## src/rtl/fetch_pkg.sv

```systemverilog
// Shared definitions for the fetch stage:
// state encoding, default widths and the entry bundle.
package fetch_pkg;

  localparam int FQ_PC_W    = 8;
  localparam int FQ_INSTR_W = 16;

  localparam logic [1:0] ST_FETCH    = 2'd0;
  localparam logic [1:0] ST_THROTTLE = 2'd1;
  localparam logic [1:0] ST_REDIRECT = 2'd2;

  typedef struct packed {
    logic [FQ_PC_W-1:0]    pc;
    logic [FQ_INSTR_W-1:0] instr;
  } fetch_entry_t;

endpackage

```

## src/rtl/fetch_queue_fifo.sv

```systemverilog
// Prefetch FIFO: first-word visible head,
// flush beats push and pop, sync reset.
module fetch_fifo #(
  parameter  int W     = 24,
  parameter  int DEPTH = 4,
  localparam int AW    = $clog2(DEPTH),
  localparam int CW    = $clog2(DEPTH) + 1
) (
  input  logic          clk,
  input  logic          rst,
  input  logic          flush_i,
  input  logic          push_i,
  input  logic [W-1:0]  din_i,
  input  logic          pop_i,
  output logic [W-1:0]  head_o,
  output logic [CW-1:0] count_o
);

  logic [W-1:0]  mem_q [DEPTH];
  logic [AW-1:0] wr_q, wr_d;
  logic [AW-1:0] rd_q, rd_d;
  logic [CW-1:0] cnt_q, cnt_d;
  logic          do_push;
  logic          do_pop;

  // Next pointers and occupancy; flush empties.
  always_comb begin
    do_push = push_i && !flush_i;
    do_pop  = pop_i && (cnt_q != '0) && !flush_i;
    wr_d    = wr_q + AW'(do_push);
    rd_d    = rd_q + AW'(do_pop);
    cnt_d   = cnt_q + CW'(do_push) - CW'(do_pop);
    if (flush_i) begin
      wr_d  = '0;
      rd_d  = '0;
      cnt_d = '0;
    end
  end

  // Pointer and count registers.
  always_ff @(posedge clk) begin
    if (rst) begin
      wr_q  <= '0;
      rd_q  <= '0;
      cnt_q <= '0;
    end else begin
      wr_q  <= wr_d;
      rd_q  <= rd_d;
      cnt_q <= cnt_d;
    end
  end

  // Storage array; contents need no reset.
  always_ff @(posedge clk) begin
    if (do_push) begin
      mem_q[wr_q] <= din_i;
    end
  end

  assign head_o  = (cnt_q != '0) ? mem_q[rd_q] : '0;
  assign count_o = cnt_q;

endmodule

```

## src/rtl/fetch_queue.sv

```systemverilog
// Fetch stage: owns the PC, drives the ROM,
// buffers tagged instructions for decode.
module fetch_queue
  import fetch_pkg::*;
#(
  parameter  int          PC_W     = FQ_PC_W,
  parameter  int          INSTR_W  = FQ_INSTR_W,
  parameter  int          DEPTH    = 4,
  parameter  int unsigned RESET_PC = 0,
  localparam int          CNT_W    = $clog2(DEPTH) + 1
) (
  input  logic               clk,
  input  logic               rst,
  output logic [PC_W-1:0]    rom_addr,
  output logic               rom_req,
  input  logic [INSTR_W-1:0] rom_data,
  output logic [INSTR_W-1:0] instr,
  output logic [PC_W-1:0]    instr_pc,
  output logic               instr_valid,
  input  logic               instr_ready,
  input  logic               br_taken,
  input  logic [PC_W-1:0]    br_pc,
  input  logic [PC_W-1:0]    br_offset,
  output logic [CNT_W-1:0]   fifo_count
);

  localparam int EW = PC_W + INSTR_W;
  localparam logic [CNT_W:0] DEPTH_L =
    (CNT_W+1)'(DEPTH);

  logic [PC_W-1:0]  fetch_pc_q, fetch_pc_d;
  logic [PC_W-1:0]  req_pc_q, req_pc_d;
  logic             inflight_q;
  logic             discard_q;
  logic [1:0]       state_q, state_d;
  logic             push;
  logic             pop;
  logic [EW-1:0]    head;
  logic [CNT_W-1:0] cnt;
  logic [CNT_W:0]   occ_q;
  logic [CNT_W:0]   occ_d;

  assign occ_q = {1'b0, cnt}
               + (CNT_W+1)'(inflight_q);

  assign rom_req  = !rst && !br_taken
                 && (occ_q < DEPTH_L);
  assign rom_addr = fetch_pc_q;

  assign instr_valid = (cnt != '0);
  assign pop  = instr_valid && instr_ready;
  assign push = inflight_q && !discard_q
             && (state_q != ST_REDIRECT);

  // Next PC, request tag and predicted occupancy.
  always_comb begin
    fetch_pc_d = fetch_pc_q;
    req_pc_d   = req_pc_q;
    occ_d      = occ_q;
    if (br_taken) begin
      fetch_pc_d = br_pc + br_offset;
      occ_d      = '0;
    end else begin
      occ_d = {1'b0, cnt}
            + (CNT_W+1)'(push)
            - (CNT_W+1)'(pop)
            + (CNT_W+1)'(rom_req);
      if (rom_req) begin
        fetch_pc_d = fetch_pc_q + 1'b1;
        req_pc_d   = fetch_pc_q;
      end
    end
  end

  // FSM: redirect wins, else throttle when full.
  always_comb begin
    state_d = ST_FETCH;
    unique case (1'b1)
      br_taken:
        state_d = ST_REDIRECT;
      (!br_taken && occ_d >= DEPTH_L):
        state_d = ST_THROTTLE;
      default:
        state_d = ST_FETCH;
    endcase
  end

  // Fetch-side registers.
  always_ff @(posedge clk) begin
    if (rst) begin
      fetch_pc_q <= PC_W'(RESET_PC);
      req_pc_q   <= '0;
      inflight_q <= 1'b0;
      discard_q  <= 1'b0;
      state_q    <= ST_FETCH;
    end else begin
      fetch_pc_q <= fetch_pc_d;
      req_pc_q   <= req_pc_d;
      inflight_q <= rom_req;
      discard_q  <= br_taken;
      state_q    <= state_d;
    end
  end

  fetch_fifo #(
    .W     (EW),
    .DEPTH (DEPTH)
  ) u_fifo (
    .clk     (clk),
    .rst     (rst),
    .flush_i (br_taken),
    .push_i  (push),
    .din_i   ({req_pc_q, rom_data}),
    .pop_i   (pop),
    .head_o  (head),
    .count_o (cnt)
  );

  assign instr_pc   = head[EW-1:INSTR_W];
  assign instr      = head[INSTR_W-1:0];
  assign fifo_count = cnt;

endmodule
```

## config.mk

```make
export PLATFORM = sky130hd
export DESIGN_NAME = fetch_queue
export DESIGN_NICKNAME = d
export VERILOG_FILES = /design/src/rtl/fetch_pkg.sv /design/src/rtl/fetch_queue_fifo.sv /design/src/rtl/fetch_queue.sv
export SDC_FILE = /design/constraint.sdc
export NUM_CORES = 1
export LEC_CHECK = 0
export CAP_MARGIN = 20
export CORE_MARGIN = 8
export CORE_UTILIZATION = 45
export DETAILED_ROUTE_END_ITERATION = 12
export PLACE_DENSITY = 0.77
export RECOVER_POWER = 50
export SYNTH_ARGS = -nofsm -noshare
export SYNTH_HDL_FRONTEND = slang
export SYNTH_HIERARCHICAL = 1
export SYNTH_SLANG_ARGS = --single-unit
```

## constraint.sdc

```tcl
create_clock -name clk -period 4.2 [get_ports clk]
set_clock_uncertainty 0.05 [all_clocks]
set_input_delay 0.42 -clock clk [delete_from_list [all_inputs] [get_ports clk]]
set_output_delay 0.42 -clock clk [all_outputs]
set_load 0.005 [all_outputs]
```

# After elaboration in Yosys (flattened, before gate mapping)

Memories as Yosys holds them, arrays and structs flattened. A register that Yosys moved wholly into a read port is not among the register bits.
Cells that the tools add are included.

Bits in registers: 27
Memory bits (writable): 96
Input bits: 36
Output and inout bits: 37
Word-level logic and storage cells: 47
Memories kept: 1

Add/subtract/negate cells: 10
Magnitude comparators: 2
Eq/ne operators: 1
Muxes and demuxes: 8
Bitwise gates (word level): 1
Reduce and logical (&&, ||, !) cells: 16

Memory list:

| memory       | words | width | rd ports | clocked after Yosys merged registers in | write ports | RTL line               | source |
|---|---|---|---|---|---|---|---|
| u_fifo.mem_q | 4     | 24    | 1        | 1                                       | 1           | fetch_queue_fifo.sv:19 | `logic [W-1:0] mem_q [DEPTH];` |

Operators by type and width:

| kind                                                | number |
|---|---|
| 2-to-1 mux 24 bit                                   | 1 |
| 2-to-1 mux 8 bit                                    | 2 |
| logical AND 1 bit                                   | 9 |
| adder 3 x 1 -> 4 bit                                | 2 |
| adder 8 x 1 -> 8 bit, second input constant         | 1 |
| adder 8 bit                                         | 1 |
| adder 2 x 1 -> 2 bit                                | 2 |
| adder 4 x 1 -> 4 bit                                | 1 |
| >= comparator 4 x 3 -> 1 bit, second input constant | 1 |
| < comparator 4 x 3 -> 1 bit, second input constant  | 1 |
| 2-to-1 mux 4 bit                                    | 1 |
| one-hot mux 2 bit (2 select lines)                  | 1 |
| subtractor 4 x 1 -> 4 bit                           | 1 |
| adder 3 x 1 -> 3 bit                                | 1 |
| zero test 1 bit                                     | 3 |
| nonzero test 3 bit                                  | 1 |
| subtractor 3 x 1 -> 3 bit                           | 1 |
| 2-to-1 mux 1 bit                                    | 2 |
| 2-to-1 mux 2 bit                                    | 1 |
| != test 2 bit, second input constant                | 1 |
| AND reduction 2 bit                                 | 1 |
| nonzero test 2 bit                                  | 1 |
| OR reduction 2 bit                                  | 1 |
| inverter 1 bit                                      | 1 |

# Longest topological paths before layout

Gate-level depths: netlist of the first run.

Depth after elaboration: 10
Mapped depth: 10
Mapped depth without buffers: 10

# Hierarchy

Netlist of the first run, hierarchy kept.

Modules (own cells, without submodules):

| module      | times used | cells an instance | area an instance (um^2) | seq. area each (um^2) |
|---|---|---|---|---|
| fetch_fifo  | 1          | 190               | 4051.4                  | 3022.9 |
| fetch_queue | 1          | 141               | 1273.7                  | 400.4 |

# Least setup slack after synthesis of the first run

No wires, ideal clock.

Path kind: register to register
Start: reg state_q[1]
End: mem u_fifo.mem_q[1][0], enable pin
Setup time: 0.440 ns
Data arrival time: 2.682 ns
Required time: 3.710 ns
Slack: 1.028 ns
Stages on the path, launching flop included: 5
Buffers on the path: 0
Period minus slack after synthesis: 3.172 ns
Path through: dfxtp_1 > nor2b_1 > nor3b_1 > nand2b_1 > nor3b_1

Cells in the longest elaborated chain, start to end: 5

RTL lines:

| element                                | RTL line               | source |
|---|---|---|
| from (decl)                            | fetch_queue.sv:35      | `logic [1:0] state_q, state_d;` |
| from (signal assigned)                 | fetch_queue.sv:101     | `state_q <= state_d;` |
| != test 2 bit                          | fetch_queue.sv:53      | `&& (state_q != ST_REDIRECT);` |
| logical AND 1 bit                      | fetch_queue.sv:53      |  |
| named net push                         | fetch_queue.sv:36      | `logic push;` |
| logical AND 1 bit                      | fetch_queue_fifo.sv:28 | `do_push = push_i && !flush_i;` |
| 2-to-1 mux 1 bit                       | fetch_queue_fifo.sv:55 | `if (do_push) begin` |
| 2-to-1 mux 1 bit (not written as such) | fetch_queue_fifo.sv:56 | `mem_q[wr_q] <= din_i;` |
| to (decl)                              | fetch_queue_fifo.sv:19 |  |

The timed path passes the listed nets, and every way through them passes these cells.

# Worst setup path in the final report of the first run

Start: in br_taken
End: out rom_req

Cells in the longest elaborated chain, start to end: 3

RTL lines:

| element           | RTL line          | source |
|---|---|---|
| from (decl)       | fetch_queue.sv:21 | `input logic br_taken,` |
| zero test 1 bit   | fetch_queue.sv:46 | `assign rom_req = !rst && !br_taken` |
| logical AND 1 bit | fetch_queue.sv:46 |  |
| logical AND 1 bit | fetch_queue.sv:47 | `&& (occ_q < DEPTH_L);` |
| to (decl)         | fetch_queue.sv:15 | `output logic rom_req,` |

Every way passes these cells.

==> flow_summary.rst, run 1 <==
.. list-table::
   :header-rows: 1

   * - Metric
     - Value
   * - Synth top area share
     - 54.1%
   * - Average footprint of a synthesized cell
     - between 15 and 20 sq um
   * - Relative slew slack
     - -3.30%
   * - Vias per std cell
     - about 5.3
   * - Aggregate global-route resource usage
     - around 14%
   * - Critical path endpoint category
     - output port
   * - Ports placed on the boundary
     - between 70 and 80
   * - Worst Path Required
     - approximately 3700 ps
   * - Final-report hold violation count
     - 0
   * - Setup TNS Final
     - 0 ps
   * - Final HPWL from detailed placement
     - around 6.4 mm
   * - Average wire per standard cell
     - ~18 um
   * - Unrepaired setup endpoints after global routing
     - no
   * - Peak supply drop
     - about 0.37 mV
   * - Actual transition at the worst max-transition pin
     - between 1500 and 2000 ps
   * - X dimension of the die
     - 125 um
   * - Starting utilization of the core area
     - between 40% and 50%
   * - Net count after synthesis
     - between 300 and 400
   * - Data arrival time at the worst-slack endpoint
     - 2930 ps
   * - Total routed wirelength
     - slightly above 10 mm
   * - Minimum clock period
     - between 3000 and 4000 ps
   * - Detailed Route Iter0 Violations
     - 210
   * - Post-layout utilization of the core
     - between 50% and 60%
   * - Most frequent cell after synthesis
     - edfxtp_1
   * - Largest net degree at the start of global routing
     - 28
   * - YS warnings
     - 6
   * - Critical path startpoint category
     - input pin
   * - Static Leakage
     - between 2 and 2.5 nW
   * - Gate Count Post-Synth
     - 331
   * - Cell taking the most area after synthesis
     - edfxtp_1
   * - Layout-stage area growth over the synthesis result
     - 27.3%
   * - Synthesized area
     - roughly 5300 sq um
   * - Number of storage elements in the synthesis netlist
     - 123
   * - Final clock period utilization by the worst path
     - between 80% and 90%
   * - Worst Setup Slack post-DPL
     - around 1300 ps
   * - Fillers
     - 863
   * - Final worst slack
     - around 800 ps
   * - Register-to-register setup slack
     - ~1300 ps
   * - CTS Sinks
     - roughly 120
   * - Violations in the final reports
     - capacitance limit, slew limit
   * - Worst-path cell chain
     - dlygate4sd3_1, clkbuf_1, a311oi_1, a21boi_4, buf_4, clkdlybuf4s50_1
   * - Share of synthesized registers carrying an async set or reset
     - 0%
   * - Fraction of layout instances using a drive strength above 1
     - between 10% and 20%
   * - Cells taking the most area after synthesis
     - edfxtp_1 (54%), dfxtp_1 (10%), mux4_2 (7.6%), ha_1 (3.5%), and2_1 (3.3%)
   * - Maximum cell stage delay along the critical path
     - 560 ps
   * - Worst path bufs/invs
     - 4
   * - Die ar.
     - about 16000 sq um
   * - Worst Hold Class
     - reg -> reg
   * - Area after DPL
     - approximately 6200 sq um
   * - Worst-path maximum fanout
     - 21
   * - Number of H-tree branching levels
     - 4
   * - Clock-pin slew reported for the worst setup and hold paths after clock tree synthesis
     - 60 ps
   * - Final setup fails
     - 0
   * - Number of placement rows
     - 39
   * - Number of flops mapped to enable cells by yosys
     - 96
   * - Total power after layout
     - 2.92 mW
   * - Top post-synthesis cells by count
     - edfxtp_1 (96), and2_1 (28), dfxtp_1 (27)
   * - Top FF cell, synth
     - edfxtp_1
   * - Distinct cell type count of the synthesized netlist
     - 47
   * - Vias in the first global route
     - around 3300
   * - CTS Root Cell
     - clkbuf_16
   * - Power density normalized to cell area
     - between 400 and 500 nW/um^2
   * - First-pass GRT wire length
     - around 17 mm
   * - Gate family responsible for the most delay along the worst path
     - buffers and inverters
   * - Total number of vias
     - around 3100
   * - Final antenna diode count
     - 0
   * - Clock insertion delay at the later pin of the skew report
     - a little over 400 ps
   * - Outcome
     - finished, violations left
   * - Global route total overflow
     - 0
   * - Resized Gates After CTS
     - 0
   * - Area of all placed cells without fillers
     - slightly below 7000 sq um
   * - Buffer depth of the longest clock path
     - 2
   * - Initial antenna violation count
     - 0
   * - Count of buffers from port buffering
     - slightly above 70
   * - Sequential area share after synthesis
     - roughly 64%
   * - DRT Pass-1 Iters
     - 4
   * - DRC
     - 0
   * - Routability cong.
     - about 0.79
   * - Core region area
     - 11500 sq um
   * - Kind of critical path
     - in -> out
   * - Count of hold buffers inserted by post-cts repair
     - 0
   * - Setup Fix Bufs, Post-CTS
     - 0
   * - Max frequency
     - 295 MHz
   * - Clock tree from TritonCTS
     - done
   * - Number of routed nets with antenna violations
     - 0
   * - Inserted Clock Buffers
     - 17
   * - Total count of max-transition violations in the final report
     - 25
   * - Fin nets
     - about 470
   * - Die H
     - around 120 um
   * - MaxCap Viol Count
     - 1
   * - Slowest cell on the critical path
     - clkdlybuf4s50_1
-- routing by layer --
metal / vias up / GRT usage [%] / share of wire (%)
li1: 1455 / - / -
met1: 1509 / 17.4 / 46
met2: 87 / 21.5 / 48
met3: 9 / 4.60 / 4.8
met4: 0 / 4.89 / 0.90
met5: - / 0 / 0
-- per-stage QoR --
stage	hold slack, ps	instances
after global routing	488	572
after global placement	434	540
after detailed placement	454	540
after CTS	469	572
final	466	572
after floorplan	409	331
-- cells by family after synthesis --
kind of cell    share of synthesized area (%)
fa+ha+maj                                4.28
compound gates                           4.86
simple gates                             8.65
flops                                    64.3
xor+xnor                                 1.90
mux                                      13.3
buf+inv                                  2.73
-- area by class of cell --
class	count	area (sq um)	area share [%]
Timing Repair Buffer	80	773	11.4
Tap cell	143	179	2.64
Clock inverter	14	165	2.44
Clock buffer	18	429	6.33
Multi-Input combinational cell	182	1760	26.0
Sequential cell	123	3420	50.5
Inverter	12	45.0	0.665
-- flip-flops by register name, indices dropped and copies added, names as in the netlist --
register,count
discard_q,1
inflight_q,1
req_pc_q,8
rom_addr,8
state_q,2
u_fifo/count_o,3
u_fifo/mem_q,96
u_fifo/rd_q,2
u_fifo/wr_q,2
-- final timing paths --
| kind | depth (start not counted) | endpoint | from |
|---|---|---|---|
| hold / removal | 0 | u_fifo/mem_q[2][22]$_DFFE_PP_ | req_pc_q[6]$_SDFFE_PP0P_ |
| hold reg to reg | 0 | u_fifo/mem_q[2][22]$_DFFE_PP_ | req_pc_q[6]$_SDFFE_PP0P_ |
| setup reg to reg | 5 | u_fifo/mem_q[0][10]$_DFFE_PP_ | state_q[1]$_SDFF_PP0_ |
| setup / recovery | 6 | rom_req | br_taken |
-- layout by cell type (no fill, tap or decap), types with 6 or more instances in the layout --
master | Yosys | layout
mux4_1 | 6 | 6
clkdlybuf4s50_1 | 0 | 44
edfxtp_1 | 96 | 96
mux2i_1 | 10 | 10
nor2_1 | 17 | 17
nor3_1 | 6 | 6
inv_1 | 12 | 12
mux4_2 | 18 | 18
dfxtp_1 | 27 | 26
clkinv_4 | 0 | 6
buf_4 | 0 | 6
a21oi_1 | 9 | 9
dlygate4sd3_1 | 0 | 28
clkbuf_16 | 0 | 17
and2_1 | 28 | 27
nand3_1 | 6 | 6
ha_1 | 15 | 15
nand2_1 | 6 | 6
-- report_power, final --
group	internal [mW]	switching, mW	leakage, nW
sequential	1.33	0.0194	1.13
clock	0.887	0.534	0.284
combinational	0.0810	0.0674	1.02
total	2.30	0.621	2.44
(Power assumes the default switching activity.)
==> run 2, diff against run 1 <==
==> constraint.sdc (replaced) <==
create_clock -name clk -period 3.4 [get_ports clk]
set_clock_uncertainty 0.05 [all_clocks]
set_input_delay 0.34 -clock clk [delete_from_list [all_inputs] [get_ports clk]]
set_output_delay 0.34 -clock clk [all_outputs]
set_load 0.005 [all_outputs]
==> run 2 against run 1 <==
The run now ends clean. Routed wire length increased by 3.2%. Sequential power increased by 23%. Sequential share of layout area decreased by 0.20 points. Clock power increased by 23%. Cell area increased by 0.41%. Largest cell class unchanged.
==> flow_summary.rst, run 2 (synthesis gave the netlist of run 1 again) <==
.. list-table::
   :header-rows: 1

   * - Metric
     - Value
   * - Most frequent standard cell in the layout excluding fill and tap cells
     - edfxtp_1
   * - Worst reg2reg path startpoint
     - u_fifo/count_o[1]$_SDFF_PP0_
   * - Setup Fix Bufs, Post-CTS
     - 0 (unchanged)
   * - Commonest cells after routing, fill and taps aside
     - edfxtp_1 (96), clkdlybuf4s50_1 (45), and2_1 (27), dlygate4sd3_1 (27), dfxtp_1 (26)
   * - Core region area
     - 11500 sq um (unchanged)
   * - Actual transition at the worst max-transition pin
     - 823 ps (-726 ps)
   * - Final-report hold violation count
     - 0 (unchanged)
   * - Max reg flops
     - 96 (unchanged)
   * - Max frequency
     - 339 MHz
   * - Register-to-register setup slack
     - 840 ps (-480 ps)
   * - Post-layout utilization of the core
     - 59.3% (+0.24 points)
   * - CTS Root Cell
     - clkbuf_16
   * - Count of hold buffers inserted by post-cts repair
     - 0 (unchanged)
   * - Setup TNS Final
     - 0 ps (unchanged)
   * - Critical path startpoint
     - u_fifo/rd_q[0]$_SDFF_PP0_
   * - Vias in the first global route
     - 3406 (+4.5%)
   * - Kind of critical path
     - reg -> out
   * - Global route total overflow
     - 0 (unchanged)
   * - Vias per std cell
     - 5.35 (about the same)
   * - MaxCap Viol Count
     - 0 (-1)
   * - Clock-pin slew reported for the worst setup and hold paths after clock tree synthesis
     - 60 ps (about the same)
   * - Fraction of layout instances using a drive strength above 1
     - 15.5% (+0.63 points)
   * - Area taken by flip-flops and latches
     - 3420 sq um (unchanged)
   * - Unrepaired setup endpoints after global routing
     - no
   * - Relative slew slack
     - 45.1% (+48 points)
   * - Critical path startpoint category
     - register
   * - Peak supply drop
     - 0.384 mV (+4.2%)
   * - Ports placed on the boundary
     - 73 (unchanged)
   * - Total routed wirelength
     - 10.7 mm (+3.2%)
   * - Total count of max-transition violations in the final report
     - 0 (-100%)
   * - Final HPWL from detailed placement
     - 6.84 mm (+6.3%)
   * - Final clock period utilization by the worst path
     - between 80% and 90%
   * - CTS Sinks
     - 123 (unchanged)
   * - Critical R2R Capture
     - u_fifo/count_o[1]$_SDFF_PP0_
   * - Crit path capture
     - instr[12]
   * - Most flop-heavy register
     - u_fifo/mem_q
   * - Minimum clock period
     - ~3000 ps
   * - Critical path endpoint category
     - output port
   * - X dimension of the die
     - 125 um (unchanged)
   * - Data arrival time at the worst-slack endpoint
     - 2560 ps (-370 ps)
   * - Clock tree from TritonCTS
     - done
   * - Fillers
     - 859 (-0.46%)
   * - Total number of vias
     - 3073 (+0.42%)
   * - Number of routed nets with antenna violations
     - 0 (unchanged)
   * - Power density normalized to cell area
     - 529 nW/um^2 (+23%)
   * - Final antenna diode count
     - 0 (unchanged)
   * - Aggregate global-route resource usage
     - 14.6% (+0.83 points)
   * - Final setup fails
     - 0 (unchanged)
   * - Number of H-tree branching levels
     - 4 (unchanged)
   * - Layout-stage area growth over the synthesis result
     - 27.8%
   * - Static Leakage
     - 2.45 nW (+0.67%)
   * - Buffer depth of the longest clock path
     - 2 (unchanged)
   * - Initial antenna violation count
     - 0 (unchanged)
   * - Worst Path Required
     - 3010 ps (-720 ps)
   * - Fin nets
     - 471 (+0.43%)
   * - Clock insertion delay at the later pin of the skew report
     - 410 ps (about the same)
   * - Worst Hold Class
     - reg -> reg
   * - Largest net degree at the start of global routing
     - 27 (-3.6%)
   * - First-pass GRT wire length
     - 17.8 mm (+5.2%)
   * - Die ar.
     - 15600 sq um (unchanged)
   * - Area occupied by multi-input gates
     - 1760 sq um (unchanged)
   * - Detailed Route Iter0 Violations
     - 180 (-14%)
   * - Outcome
     - complete, no violations
   * - Starting utilization of the core area
     - 46.4% (unchanged)
   * - Average wire per standard cell
     - 18.7 um (+2.8%)
   * - DRT Pass-1 Iters
     - 4 (unchanged)
   * - Number of placement rows
     - 39 (unchanged)
   * - Worst-path maximum fanout
     - 19 (-9.5%)
   * - Resized Gates After CTS
     - 0 (unchanged)
   * - Inserted Clock Buffers
     - 17 (unchanged)
   * - Count of buffers from port buffering
     - 72 (unchanged)
   * - DRC
     - 0 (unchanged)
   * - Routability cong.
     - 0.815 (+3.4%)
   * - Die H
     - 125 um (unchanged)
   * - Depth of the most critical reg-to-reg path
     - 9 (+4)
==> run 2: changes by cell type in the layout (fill, tap and decap cells not counted) <==
cell,delta
inv_8,-1
clkinv_2,+2
clkinv_4,-2
clkbuf_1,-1
bufinv_16,-2
buf_4,+2
dlygate4sd3_1,-1
clkbuf_16,+4
clkinvlp_4,+1
clkdlybuf4s50_1,+1
clkbuf_2,+1
inv_6,-2
==> run 2: worst max-delay path, stage by stage, from the launching register on <==
cell	delay [ps]
dfxtp_2	720
buf_4	300
mux4_2	510
and2_1	170
clkdlybuf4s50_1	440
==> run 2: area by class of cell <==
class                   count  area share (%)
clock buffers              22            7.78
flip-flops and latches    123            50.3
clock inverters            10            1.12
well taps                 143            2.63
multi-input cells         182            25.9
inverters                  12           0.662
repair buffers             82            11.6
==> run 2: worst min-delay path by stage <==
stage                                   startpoint                       endpoint  slack (ps)  cells after the start
after detailed placement  req_pc_q[5]$_SDFFE_PP0P_  u_fifo/mem_q[0][21]$_DFFE_PP_         440                      0
after CTS                 req_pc_q[5]$_SDFFE_PP0P_  u_fifo/mem_q[2][21]$_DFFE_PP_         460                      0
after floorplan                        rom_data[0]   u_fifo/mem_q[0][0]$_DFFE_PP_         390                      0
final                     req_pc_q[5]$_SDFFE_PP0P_  u_fifo/mem_q[2][21]$_DFFE_PP_         460                      0
after global routing      req_pc_q[7]$_SDFFE_PP0P_  u_fifo/mem_q[1][23]$_DFFE_PP_         480                      0
after global placement    req_pc_q[5]$_SDFFE_PP0P_  u_fifo/mem_q[2][21]$_DFFE_PP_         430                      0
==> run 2: metrics by stage <==
stage | hold WS, ps | cell area [sq um] | power (mW) | setup slack, ps | cells
floorplan | 389 | 5330 | 1.78 | 228 | 331
global placement | 428 | 6220 | 1.88 | 818 | 542
detailed placement | 437 | 6220 | 1.89 | 727 | 542
CTS | 455 | 6820 | 3.64 | 397 | 574
global route | 481 | 6800 | 3.72 | 276 | 574
finish | 460 | 6800 | 3.60 | 446 | 574
==> run 2: layer usage <==
layer | GRT usage [%] | share of wire (%)
met2 | 24.4 | 50
met5 | 0 | 0
met4 | 5.46 | 1.5
met3 | 5.62 | 6.1
met1 | 16.5 | 43
==> run 2: where the power goes <==
| group | internal (mW) | switching (mW) | leakage, nW |
|---|---|---|---|
| Sequential | 1.64 | 0.0234 | 1.13 |
| Combinational | 0.100 | 0.0838 | 1.03 |
| Clock | 1.11 | 0.645 | 0.289 |
| Total | 2.85 | 0.752 | 2.45 |
